File: src/rtl/alarm_controller.sv
// alarm_controller: keypad arm/disarm FSM with exit/entry delays, sensor watch and wrong-code lockout
module alarm_controller #(
  parameter logic [15:0] CODE           = 16'h1234,
  parameter int unsigned EXIT_DELAY     = 100_000_000,
  parameter int unsigned ENTRY_DELAY    = 50_000_000,
  parameter int unsigned LOCKOUT_CYCLES = 150_000_000,
  parameter int unsigned MAX_TRIES      = 3
) (
  input  logic       clk,
  input  logic       rst_n,
  input  logic       key_valid,
  input  logic [3:0] key_digit,
  input  logic       key_enter,
  input  logic       key_clear,
  input  logic       sensor,
  output logic       sysActive,
  output logic       armed,
  output logic [2:0] state,
  output logic [2:0] digit_cnt,
  output logic [2:0] fail_cnt
);
  typedef enum logic [2:0] {
    S_DIS   = 3'd0,
    S_EXIT  = 3'd1,
    S_ARMED = 3'd2,
    S_ENTRY = 3'd3,
    S_ALARM = 3'd4,
    S_LOCK  = 3'd5
  } state_t;
  state_t      r_state, w_nxt;
  logic [15:0] r_buf;
  logic [2:0]  r_cnt, r_fail, w_fail, w_inc;
  logic [31:0] r_timer, w_load;
  logic [1:0]  r_sync;
  logic        r_sys, r_arm;
  logic        w_lock, w_ent, w_match, w_mis, w_dig, w_reach, w_exp, w_sens;
  assign w_sens  = r_sync[1];
  assign w_lock  = r_state == S_LOCK;
  assign w_ent   = key_enter & ~key_clear & ~w_lock;
  assign w_match = w_ent & (r_cnt == 3'd4) & (r_buf == CODE);
  assign w_mis   = w_ent & ~w_match;
  assign w_dig   = key_valid & (key_digit <= 4'd9) & ~key_enter & ~key_clear & (r_cnt < 3'd4) & ~w_lock;
  assign w_inc   = (r_fail == 3'd7) ? 3'd7 : r_fail + 3'd1;
  assign w_reach = w_mis & (w_inc >= 3'(MAX_TRIES));
  assign w_exp   = r_timer == 32'd0;
  always_comb begin
    w_nxt  = r_state;
    w_fail = w_match ? 3'd0 : w_mis ? w_inc : r_fail;
    case (r_state)
      S_DIS:   w_nxt = w_match ? S_EXIT : w_reach ? S_LOCK : S_DIS;
      S_EXIT:  w_nxt = w_match ? S_DIS : w_reach ? S_LOCK : w_exp ? S_ARMED : S_EXIT;
      S_ARMED: w_nxt = w_match ? S_DIS : w_reach ? S_ALARM : w_sens ? S_ENTRY : S_ARMED;
      S_ENTRY: w_nxt = w_match ? S_DIS : (w_reach | w_exp) ? S_ALARM : S_ENTRY;
      S_ALARM: w_nxt = w_match ? S_DIS : S_ALARM;
      S_LOCK: begin
        w_nxt  = w_exp ? S_DIS : S_LOCK;
        w_fail = w_exp ? 3'd0 : r_fail;
      end
      default: w_nxt = S_DIS;
    endcase
    // load value is length-1 so the state lasts exactly the configured cycle count
    w_load = (w_nxt == S_EXIT)  ? 32'(EXIT_DELAY - 1) :
             (w_nxt == S_ENTRY) ? 32'(ENTRY_DELAY - 1) :
             (w_nxt == S_LOCK)  ? 32'(LOCKOUT_CYCLES - 1) : 32'd0;
  end
  always_ff @(posedge clk or negedge rst_n) begin
    if (!rst_n) begin
      r_state <= S_DIS;
      r_buf   <= 16'd0;
      r_cnt   <= 3'd0;
      r_fail  <= 3'd0;
      r_timer <= 32'd0;
      r_sync  <= 2'd0;
      r_sys   <= 1'b0;
      r_arm   <= 1'b0;
    end else begin
      r_sync  <= {r_sync[0], sensor};
      r_state <= w_nxt;
      r_fail  <= w_fail;
      r_timer <= (w_nxt != r_state) ? w_load : w_exp ? 32'd0 : r_timer - 32'd1;
      r_sys   <= w_nxt == S_ALARM;
      r_arm   <= (w_nxt == S_ARMED) | (w_nxt == S_ENTRY) | (w_nxt == S_ALARM);
      if (key_clear | w_ent | w_lock) begin
        r_buf <= 16'd0;
        r_cnt <= 3'd0;
      end else if (w_dig) begin
        r_buf <= {r_buf[11:0], key_digit};
        r_cnt <= r_cnt + 3'd1;
      end
    end
  end
  assign state     = r_state;
  assign sysActive = r_sys;
  assign armed     = r_arm;
  assign digit_cnt = r_cnt;
  assign fail_cnt  = r_fail;
endmodule

File: config.mk
export PLATFORM = sky130hd
export DESIGN_NAME = alarm_controller
export DESIGN_NICKNAME = d
export VERILOG_FILES = /design/src/rtl/alarm_controller.sv
export SDC_FILE = /design/constraint.sdc
export NUM_CORES = 1
export LEC_CHECK = 0
export ABC_AREA = 0
export ABC_CLOCK_PERIOD_IN_PS = 4000
export BUFFER_PORTS_ARGS = -buffer_cell sky130_fd_sc_hd__buf_2
export CORE_ASPECT_RATIO = 1.75
export CORE_UTILIZATION = 30
export DETAILED_ROUTE_END_ITERATION = 7
export PLACE_DENSITY = 0.43
export SYNTH_ARGS = -nofsm -noshare
export SYNTH_HDL_FRONTEND = slang
export SYNTH_SLANG_ARGS = --single-unit
File: constraint.sdc
create_clock -name clk -period 4 [get_ports clk]
set_clock_uncertainty 0.05 [all_clocks]
set_input_delay 0.8 -clock clk [delete_from_list [all_inputs] [get_ports clk]]
set_output_delay 0.8 -clock clk [all_outputs]
set_load 0.01 [all_outputs]
After elaboration in Yosys (flattened, before gate mapping)
Index checks and enable logic that the tools add are counted.
{ "word_totals": {"reg_bits": 61, "output_inout_bits": 11, "inputBits": 10, "elab_cells": 81} }
{ "op_classes": {"muxes": 27, "add_sub_neg": 3, "bitwise": 20, "eq_ne": 15, "n_reduce_logical": 5, "n_lt_le_gt_ge": 3} }
{ "op_table": {"columns": ["operator", "count"], "rows": [
  ["28-bit two-way mux", 3],
  ["32-bit two-way mux", 2],
  ["3-bit two-way mux", 17],
  ["32-bit logical NOT", 1],
  ["16-bit two-way mux", 2],
  ["32-bit by 1-bit subtractor with 32-bit output (second input constant)", 1],
  ["3-bit == test (second input constant)", 6],
  ["3-bit case mux with 6 select lines", 1],
  ["16-bit by 13-bit == test with 1-bit output (second input constant)", 1],
  ["3-bit by 2-bit == test with 1-bit output (second input constant)", 4],
  ["1-bit AND", 11],
  ["3-bit by 1-bit adder with 3-bit output (second input constant)", 2],
  ["3-bit by 1-bit == test with 1-bit output (second input constant)", 2],
  ["1-bit bitwise OR", 5],
  ["4-bit less-or-equal comparator (second input constant)", 1],
  ["1-bit NOT", 4],
  ["3-bit by 2-bit >= comparator with 1-bit output (second input constant)", 1],
  ["3-bit logical NOT", 1],
  ["3-bit < comparator (second input constant)", 1],
  ["3-bit inequality test", 1],
  ["3-bit nonzero test", 1],
  ["2-bit two-way mux", 1],
  ["2-bit by 1-bit inequality test with 1-bit output (second input constant)", 1],
  ["2-bit AND reduction", 1],
  ["other kinds (2)", 2]
]} }

Longest topological paths before layout
Gate-level depths: netlist of the first run.
{ "depth": {"depth_word": 17, "depth_mapped": 11, "ltp_nobuf": 9} }

Worst setup path before layout of the first run
Ideal clock, no wire load.
{ "synth_timing": {"kind": "reg-to-reg", "startpoint": "register r_timer[2]", "endpoint": "register r_timer[17]", "path_buffers": 2, "setup_time_ns": 0.126, "slack_ns": 1.116, "path_stages_with_launch": 10, "period_less_slack_ns": 2.884, "arrival_ns": 2.708, "required_time_ns": 3.824, "path_cell_list": "dfrtp_1 or4_4 or3_4 or4_1 buf_2 o21ai_4 nand2_1 o2111ai_4 buf_6 o21ai_1"} }
{ "synth_via": {"elab_chain_cells": 9, "word_cells_on_any_way": 17, "cone_classes": "1 x add/sub; 3 x eq/ne; 11 x mux; 1 x bitwise; 1 x reduce/logical"} }
{ "synth_lines": {"columns": ["element", "line", "text"], "rows": [
  ["start, declared", "33", "logic [31:0] r_timer, w_load;"],
  ["start signal, assigned", "80", "r_timer <= (w_nxt != r_state) ? w_load : w_exp ? 32'd0 : r_timer - 32'd1;"],
  ["32-bit logical NOT", "45", "assign w_exp = r_timer == 32'd0;"],
  ["1-bit bitwise OR or 2-bit two-way mux (tied branches)", "53, 51", null],
  ["3-bit two-way mux (on tied branches) (2 in a row)", "53, 51", null],
  ["3-bit case mux with 6 select lines", "49", "case (r_state)"],
  ["3-bit by 2-bit == test with 1-bit output", "63", "(w_nxt == S_ENTRY) ? 32'(ENTRY_DELAY - 1) :"],
  ["28-bit two-way mux", "63", null],
  ["28-bit two-way mux", "62", "w_load = (w_nxt == S_EXIT) ? 32'(EXIT_DELAY - 1) :"],
  ["32-bit two-way mux (*)", "80", null]
]} }
Mark *: on every way between the ends. The rest lies on a longest branch, timed or not.
A chain may end at the register's enable or synchronous reset.

Final worst setup path of the first run
{ "layout_timing": {"startpoint": "register r_timer[2]", "endpoint": "register r_timer[12]"} }
{ "layout_via": {"elab_chain_cells": 10, "word_cells_on_any_way": 19, "cone_classes": "1 x add/sub; 4 x eq/ne; 12 x mux; 1 x bitwise; 1 x reduce/logical"} }
{ "layout_lines": {"columns": ["element", "line", "text"], "rows": [
  ["32-bit logical NOT", "45", null],
  ["1-bit bitwise OR or 2-bit two-way mux (tied branches)", "53, 51", null],
  ["3-bit two-way mux (on tied branches) (2 in a row)", "53, 51", null],
  ["3-bit case mux with 6 select lines", "49", null],
  ["3-bit == test", "64", "(w_nxt == S_LOCK) ? 32'(LOCKOUT_CYCLES - 1) : 32'd0;"],
  ["28-bit two-way mux", "64", null],
  ["28-bit two-way mux", "63", null],
  ["28-bit two-way mux", "62", null],
  ["32-bit two-way mux (*)", "80", null]
]} }
Marked as above.

==> impl_metrics.csv, run 1 <==
group,metric,value,unit
synth,synth_top_area_share,47.45,%
floorplanning,initial_utilization,31.05,%
job,cap_violations,0,
cts,htreeDepth,3,
setup_path,critPathArrivalTime,3500,ps
finish,nFillCells,1037,
timing,fin_hold_ws,297.1,ps
timing,slew_headroom,37.03,%
cts,cts_buffers,9,
cts,cts_resized,0,
grt,overflow,0,
run_status,outcome,"complete, no violations",
min_path,min_to,"r_sync[1]",
floorplanning,core-area,10360,um^2
synth,ys_seq_elements,61,
detailed_routing,wl_per_cell,17.31,um
timing,finalHoldViolCount,0,
setup_path,timing.rr.start,"r_timer[2]",
finish,syn2layout_area_growth,17.43,%
cts,root_buffer,"clkbuf_16",
cts,holdBufCountCts,0,
synth,synthesis.nets,320,
placed_design,place_ws,632.2,ps
grt,grt_pass1_wl,13290,um
setup_path,reg2reg_depth,8,
detailed_routing,viasPerCell,5.231,
power_and_ir_drop,power_density,713.9,nW/um^2
detailed_routing,routed_wl,8031,um
power_and_ir_drop,power,2.697,mW
detailed_routing,drt_iter0_markers,97,
timing,worst_slack,653.2,ps
finish,final_cell_mix,"dfrtp_1 (61), nor2_1 (27), xnor2_1 (21)",
timing,fin_tns_setup,0,ps
floorplanning,pin_count,21,
min_path,hold_depth,0,
setup_path,rrSetupSlack,650,ps
finish,final_common_cell,"dfrtp_1",
finish,final_area,3777,um^2
placed_design,port_buffers,20,
timing,slew_viol_final,0,
cts,clock_tree.buffer_depth,2,
setup_path,critical_path_required,4150,ps
timing,period_minus_slack,3347,ps
setup_path,crit_type,"reg2reg",
placed_design,dp_hpwl,5887,um
finish,final_cells,464,
setup_path,r2r_end,"r_timer[12]",
cts,cts_tree,"yes",
placed_design,dp.cells,448,
min_path,hp-class,"reg2reg",
timing,fmax,298.8,MHz
detailed_routing,drc_errors,0,
floorplanning,row_count,49,
synth,synth_area_leaders,"dfrtp_1 (47%), xnor2_1 (5.7%), a22o_1 (4.9%)",
finish,drive_above_1_share,19.88,%
cts,cts_sinks,61,
grt,grt_max_degree,41,
finish,final_nets,347,
setup_path,critPathLaunchType,"register",
finish,fin_util,36.46,%
cts,clk_pin_slew,50,ps
cts,insertion_delay,330,ps
synth,yosysTopAreaCell,"dfrtp_1",
timing,fin_crit_sh,83.67,%
synth,syn_avg_cell_area,10.55,um^2
detailed_routing,first_pass_iters,4,
floorplanning,die_w,80.28,um
finish,antenna_cells,0,
placed_design,routabilityCongestion,0.8358,
synth,synth-seq-area-share,47.45,%
floorplanning,die-area,11160,um^2
synth,ys_types,57,
synth,syn_inst,305,
detailed_routing,dr_total_vias,2427,
synth,yosysWarnings,0,
power_and_ir_drop,vdd_drop_max,0.0002838,V
grt,antenna_found_initial,0,
power_and_ir_drop,cellLeakagePower,1.571,nW
synth,synth_area,3217,um^2
synth,ys_async_sr_fraction,100.0,%
synth,synth_edf_count,0,
timing,rsz0062_at_grt,"false",
grt,track_usage,15.91,%
setup_path,cp_max_fo,31,
floorplanning,fp.dieH,139.0,um
grt,grt_pass1_vias,2596,
min_path,min_from,"r_sync[0]",
placed_design,dpl_cell_area,3462,um^2
cts,cts_setup_buffers,0,
timing,tightest_slew,944.6,ps
timing,setup_viol,0,
detailed_routing,postRouteAntennaNets,0,
setup_path,crit_path_end_kind,"register",
synth,synthFlopType,"dfrtp_1",
synthesized netlist by cell type (all sizes together), types with 2 or more instances:
master,n
dfrtp,61
nor2,27
o21ai,26
xnor2,21
a22o,18
nor3,15
nand2,14
nor4,12
or3,9
xor2,9
buf,7
inv,7
or4,6
ha,5
nand3,5
nand4,5
o21bai,5
a211oi,4
a21oi,4
clkbuf,4
nand2b,3
nor2b,3
nor4bb,3
o31ai,3
a22oi,2
a32oi,2
and2,2
mux2,2
o211ai,2
o31a,2
or2,2
or4b,2
cell families after synthesis:
logic type	after synthesis	share of synthesized area (%)
flops	61	47.45
mux	3	1.011
compound gates	73	18.05
simple gates	115	20.30
fa+ha+maj	5	1.945
xor+xnor	30	8.168
buf+inv	18	3.073
layer usage:
metal	wire, um	track usage, %
met5	0	0
met4	169	6.673
met2	4517	29.87
met3	164	3.224
met1	3180	16.49
flip-flops by register name, summed over array words and instances, names as in the netlist:
name	count
state	3
r_timer	32
fail_cnt	3
armed	1
r_buf	16
digit_cnt	3
r_sync	2
sysActive	1
where the power goes:
part           internal (mW)  switching [mW]
Combinational          0.376           0.538
Clock                  0.541           0.289
Sequential             0.772           0.179
Total                   1.69            1.01
worst max-delay path by stage:
| stage | from | to | slack [ps] | cells after the start |
|---|---|---|---|---|
| global route | r_timer[2] | r_timer[18] | 500 | 8 |
| detailed placement | r_timer[2] | r_timer[12] | 630 | 8 |
| global placement | r_timer[2] | r_timer[12] | 670 | 8 |
| CTS | r_timer[2] | r_timer[12] | 610 | 8 |
| floorplan | r_timer[2] | r_timer[17] | 1120 | 9 |
| finish | r_timer[2] | r_timer[12] | 650 | 8 |
worst max-delay path: stages (launching register included):
cell and delay, ps:
dfrtp_1 420, or4_4 580, or3_4 370, or4_1 710
o21ai_4 230, nand2_1 110, o2111ai_4 200, buf_4 400
o211ai_1 150
cell type report:
| class | count | area [um^2] | area share (%) |
|---|---|---|---|
| multi-input cells | 226 | 1598 | 42.30 |
| repair buffers | 27 | 152.6 | 4.041 |
| clock buffers | 9 | 225.2 | 5.962 |
| well taps | 127 | 158.9 | 4.207 |
| inverters | 7 | 26.28 | 0.6956 |
| flip-flops and latches | 61 | 1526 | 40.41 |
| clock inverters | 7 | 90.09 | 2.385 |
(Power assumes the default switching activity.)
==> run 2, diff against run 1 <==
Settings changed: ABC_CLOCK_PERIOD_IN_PS 4000 to 3030, PLACE_DENSITY 0.43 to 0.45.
Clock period 4 ns to 3.03 ns, I/O delays scaled along.
==> run 2 against run 1 <==
Net effect:
- design area is 6.9% higher
- sequential share of layout area down 2.6 points
- count of clock-buffer cells in the layout is 1 higher
- total power rose by 44%
- global-route usage about the same
- clock power increased by 35%
- critical path depth rose by 1
- largest cell class unchanged
==> impl_metrics.csv, run 2 (synthesized netlist as in run 1, its figures left out) <==
group,metric,value,unit
cts,clock_tree.buffer_depth,2,
grt,antenna_found_initial,0,
detailed_routing,drt_iter0_markers,69,
detailed_routing,routed_wl,8216,um
finish,nFillCells,1042,
placed_design,place_ws,-39.14,ps
setup_path,crit_path_end_kind,"register",
finish,drive_above_1_share,26.67,%
detailed_routing,postRouteAntennaNets,0,
setup_path,critPathTopFamily,"simple AND/OR/NAND/NOR gates",
min_path,hp-class,"in2async",
cts,insertion_delay,330,ps
timing,slew_headroom,54.83,%
placed_design,dp_hpwl,6104,um
cts,holdBufCountCts,0,
timing,fin_crit_sh,96.24,%
grt,overflow,0,
timing,fin_hold_ws,244.7,ps
setup_path,critical_path_required,3240,ps
job,cap_violations,0,
grt,grt_pass1_wl,13100,um
finish,multiInputGateArea,1655,um^2
setup_path,critPathArrivalTime,3130,ps
finish,top_register,"r_timer",
cts,cts_sinks,61,
setup_path,crit_slowest_cell,"or4_4",
cts,clk_pin_slew,60,ps
timing,fmax,342.9,MHz
run_status,outcome,"complete, no violations",
floorplanning,initial_utilization,31.05,%
floorplanning,row_count,49,
finish,final_common_cell,"dfrtp_1",
floorplanning,core-area,10360,um^2
timing,fin_tns_setup,0,ps
detailed_routing,viasPerCell,5.273,
cts,cts_buffers,9,
grt,track_usage,15.87,%
placed_design,routabilityCongestion,0.8127,
setup_path,crit_type,"reg2reg",
floorplanning,fp.dieH,139.0,um
floorplanning,die_w,80.28,um
finish,final_cell_mix,"dfrtp_1 (61), nor2_1 (27), buf_4 (26)",
cts,htreeDepth,3,
floorplanning,die-area,11160,um^2
placed_design,port_buffers,20,
timing,worst_slack,114.0,ps
setup_path,cp_cell_sequence,"or4_4 > or3_4 > or4_4 > buf_4 > nand2_2 > a32oi_4 > buf_4 > or2_4 > o21ai_2",
finish,antenna_cells,0,
setup_path,cp_max_fo,6,
finish,final_nets,370,
finish,fin_util,38.98,%
setup_path,critPathBufInv,2,
finish,largestRegisters,"r_timer (32), r_buf (16)",
timing,tightest_slew,673.4,ps
cts,cts_tree,"yes",
detailed_routing,dr_total_vias,2568,
placed_design,dpl_cell_area,3615,um^2
power_and_ir_drop,vdd_drop_max,0.0003177,V
detailed_routing,wl_per_cell,16.87,um
timing,setup_viol,0,
finish,largest_reg_flops,32,
setup_path,crit_path_max_incr_delay,560,ps
timing,slew_viol_final,0,
grt,grt_pass1_vias,2542,
finish,syn2layout_area_growth,25.55,%
floorplanning,pin_count,21,
power_and_ir_drop,cellLeakagePower,1.704,nW
setup_path,critPathLaunchType,"register",
detailed_routing,drc_errors,0,
grt,grt_max_degree,37,
timing,period_minus_slack,2916,ps
finish,final_area,4039,um^2
cts,root_buffer,"clkbuf_16",
power_and_ir_drop,power_density,958.7,nW/um^2
finish,seqCellArea,1526,um^2
detailed_routing,first_pass_iters,6,
timing,finalHoldViolCount,0,
[run 2: changes by cell type in the layout (fill, tap and decap cells not counted), moves of 2 or more]
cell / delta
or4_1: -2
buf_4: +19
buf_12: +2
or4_4: +2
[run 2: cell type report]
class | count | share of cell area [%]
Clock inverter | 6 | 2.138
Timing Repair Buffer | 49 | 8.581
Tap cell | 127 | 3.934
Multi-Input combinational cell | 227 | 40.99
Clock buffer | 10 | 5.917
Inverter | 7 | 0.6506
Sequential cell | 61 | 37.79
[run 2: worst paths after layout]
kind	startpoint	cells past startpoint	slack, ps	endpoint
max	r_timer[3]	9	110	r_timer[21]
max reg2reg	r_timer[3]	9	110	r_timer[21]
min in group clk	r_sync[0]	0	300	r_sync[1]
min reg2reg	r_sync[0]	0	300	r_sync[1]
max in group asynchronous	rst_n	2	2070	r_buf[14]
min	rst_n	1	240	r_timer[5]
[run 2: routing by layer]
metal	share of wire, %	up-vias	global-route usage, %
met3	2.5	16	2.961
met2	57	39	29.82
met4	2.8	0	7.237
met5	0	-	0
met1	38	1276	16.33
li1	-	1237	-
[run 2: metrics by stage]
step                      cells  total power, mW
after CTS                   481            3.802
after floorplan             305            2.162
after global placement      465            2.643
final                       487            3.872
after global routing        487            4.124
after detailed placement    465            2.653
[run 2: repair_timing]
| action | CTS | global route |
|---|---|---|
| endpoints found under the hold margin | 0 | 0 |
| setup endpoints to repair | 5 | 27 |
| gates resized for setup | 1 | 11 |
| cloned | 0 | 1 |
| setup buffers | 0 | 5 |
| pin swaps | 0 | 5 |
[run 2: where the power goes]
| group | switching (mW) | internal, mW | leakage (nW) |
|---|---|---|---|
| clock | 0.377 | 0.740 | 0.158 |
| combinational | 0.822 | 0.716 | 0.748 |
| sequential | 0.198 | 1.02 | 0.797 |
==> run 3, diff against run 2 <==
--- a/config.mk
+++ b/config.mk
@@ -14,2 +14,3 @@
 export PLACE_DENSITY = 0.45
+export SKIP_CTS_REPAIR_TIMING = 1
 export SYNTH_ARGS = -nofsm -noshare
--- a/constraint.sdc
+++ b/constraint.sdc
@@ -4,2 +4,2 @@
 set_output_delay 0.606 -clock clk [all_outputs]
-set_load 0.01 [all_outputs]
+set_load 0.02 [all_outputs]
==> run 3 against run 2 <==
Net effect:
- cell count stayed put
- global-route usage stayed put
- critical endpoint unchanged
- largest power group unchanged
- critical path depth stayed put
==> impl_metrics.csv, run 3 (synthesized netlist as in run 1, its figures left out) <==
group,metric,value,unit
run_status,outcome,"complete, no violations",
finish,final_nets,370,
cts,cts_buffers,9,
power_and_ir_drop,power_density,967.2,nW/um^2
floorplanning,initial_utilization,31.05,%
placed_design,port_buffers,20,
placed_design,dp_hpwl,6104,um
timing,finalHoldViolCount,0,
cts,clock_tree.buffer_depth,2,
floorplanning,die_w,80.28,um
setup_path,critical_path_required,3240,ps
grt,overflow,0,
cts,cts_tree,"yes",
setup_path,critPathLaunchType,"register",
timing,tightest_slew,677.8,ps
finish,nFillCells,1042,
cts,clk_pin_slew,60,ps
timing,slew_headroom,54.54,%
floorplanning,core-area,10360,um^2
setup_path,crit_type,"reg2reg",
power_and_ir_drop,p_comb_share,40.3,%
finish,syn2layout_area_growth,25.55,%
power_and_ir_drop,seqPwrFrac,31.2,%
finish,final_cell_mix,"dfrtp_1 (61), nor2_1 (27), buf_4 (26)",
power_and_ir_drop,vdd_drop_max,0.0003178,V
power_and_ir_drop,internal_power,2.476,mW
detailed_routing,routed_wl,8224,um
setup_path,critPathArrivalTime,3130,ps
grt,antenna_found_initial,0,
setup_path,crit_path_end_kind,"register",
timing,setup_viol,0,
timing,period_minus_slack,2915,ps
detailed_routing,drt_iter0_markers,67,
detailed_routing,dr_total_vias,2563,
job,cap_violations,0,
finish,largest_reg_flops,32,
power_and_ir_drop,switching_share,36.62,%
detailed_routing,wl_per_cell,16.89,um
finish,drive_above_1_share,26.67,%
power_and_ir_drop,power,3.907,mW
timing,slew_viol_final,0,
detailed_routing,drc_errors,0,
floorplanning,fp.dieH,139.0,um
timing,fin_crit_sh,96.20,%
grt,grt_pass1_vias,2542,
placed_design,routabilityCongestion,0.8127,
grt,track_usage,15.87,%
power_and_ir_drop,p_switching,1.431,mW
floorplanning,die-area,11160,um^2
finish,antenna_cells,0,
detailed_routing,postRouteAntennaNets,0,
grt,grt_pass1_wl,13100,um
grt,grt_max_degree,37,
finish,top_register,"r_timer",
timing,fin_tns_setup,0,ps
floorplanning,pin_count,21,
power_and_ir_drop,cellLeakagePower,1.704,nW
timing,fmax,343.1,MHz
finish,final_common_cell,"dfrtp_1",
cts,insertion_delay,330,ps
floorplanning,row_count,49,
setup_path,cp_max_fo,6,
cts,root_buffer,"clkbuf_16",
cts,cts_sinks,61,
cts,htreeDepth,3,
min_path,hp-class,"in2async",
detailed_routing,viasPerCell,5.263,
power_and_ir_drop,p_clk_share,28.6,%
finish,largestRegisters,"r_timer (32), r_buf (16)",
detailed_routing,first_pass_iters,4,
run 3: cell counts in the layout (fill, tap and decap cells not counted):
Identical to the previous run, type by type.
run 3: routing by layer:
layer / vias up / GRT usage (%) / share of wire, %
li1: 1236 / - / -
met1: 1270 / 16.33 / 38
met2: 40 / 29.82 / 57
met3: 17 / 2.961 / 2.6
met4: 0 / 7.237 / 2.9
met5: - / 0 / 0
run 3: worst paths after layout:
check | from | to | slack (ps) | depth (start not counted)
worst max-delay path | r_timer[3] | r_timer[21] | 120 | 9
worst min-delay path | rst_n | r_timer[5] | 240 | 1
worst max register to register | r_timer[3] | r_timer[21] | 120 | 9
worst min register to register | r_sync[0] | r_sync[1] | 300 | 0
max in group asynchronous | rst_n | r_buf[14] | 2070 | 2
min in group clk | r_sync[0] | r_sync[1] | 300 | 0
run 3: area by class of cell:
class / count / area (um^2) / share of cell area, %
clock inverter: 6 / 86.33 / 2.138
sequential: 61 / 1526 / 37.79
tap: 127 / 158.9 / 3.934
multi-input combinational: 227 / 1655 / 40.99
timing repair buffer: 49 / 346.6 / 8.581
inverter: 7 / 26.28 / 0.6506
clock buffer: 10 / 239.0 / 5.917
run 3: power by group through the flow:
stage / clock network [mW] / registers (mW) / logic, mW
5_1_grt: 1.18 / 1.25 / 1.73
3_3_place_gp: 0 / 1.23 / 1.45
3_5_place_dp: 0 / 1.23 / 1.46
2_1_floorplan: 0 / 1.25 / 0.943
4_1_cts: 1.14 / 1.22 / 1.47
6_report: 1.12 / 1.22 / 1.57
run 3: through the flow:
stage	hold slack [ps]	utilization [%]	setup WS [ps]	cells	cell area, um^2
global placement	283.8	34.89	0.7316	465	3615
finish	244.0	38.98	115.2	487	4039
detailed placement	290.4	34.89	-39.14	465	3615
global route	299.7	38.98	-4.107	487	4039
floorplan	260.4	-	145.7	305	3217
CTS	262.7	38.03	-49.37	481	3940
run 3: critical path, cell delays in order (launching register included):
cell	delay, ps
dfrtp_1	410
or4_4	560
or3_4	360
or4_4	530
buf_4	170
nand2_2	70
a32oi_4	140
buf_4	190
or2_4	300
o21ai_2	70
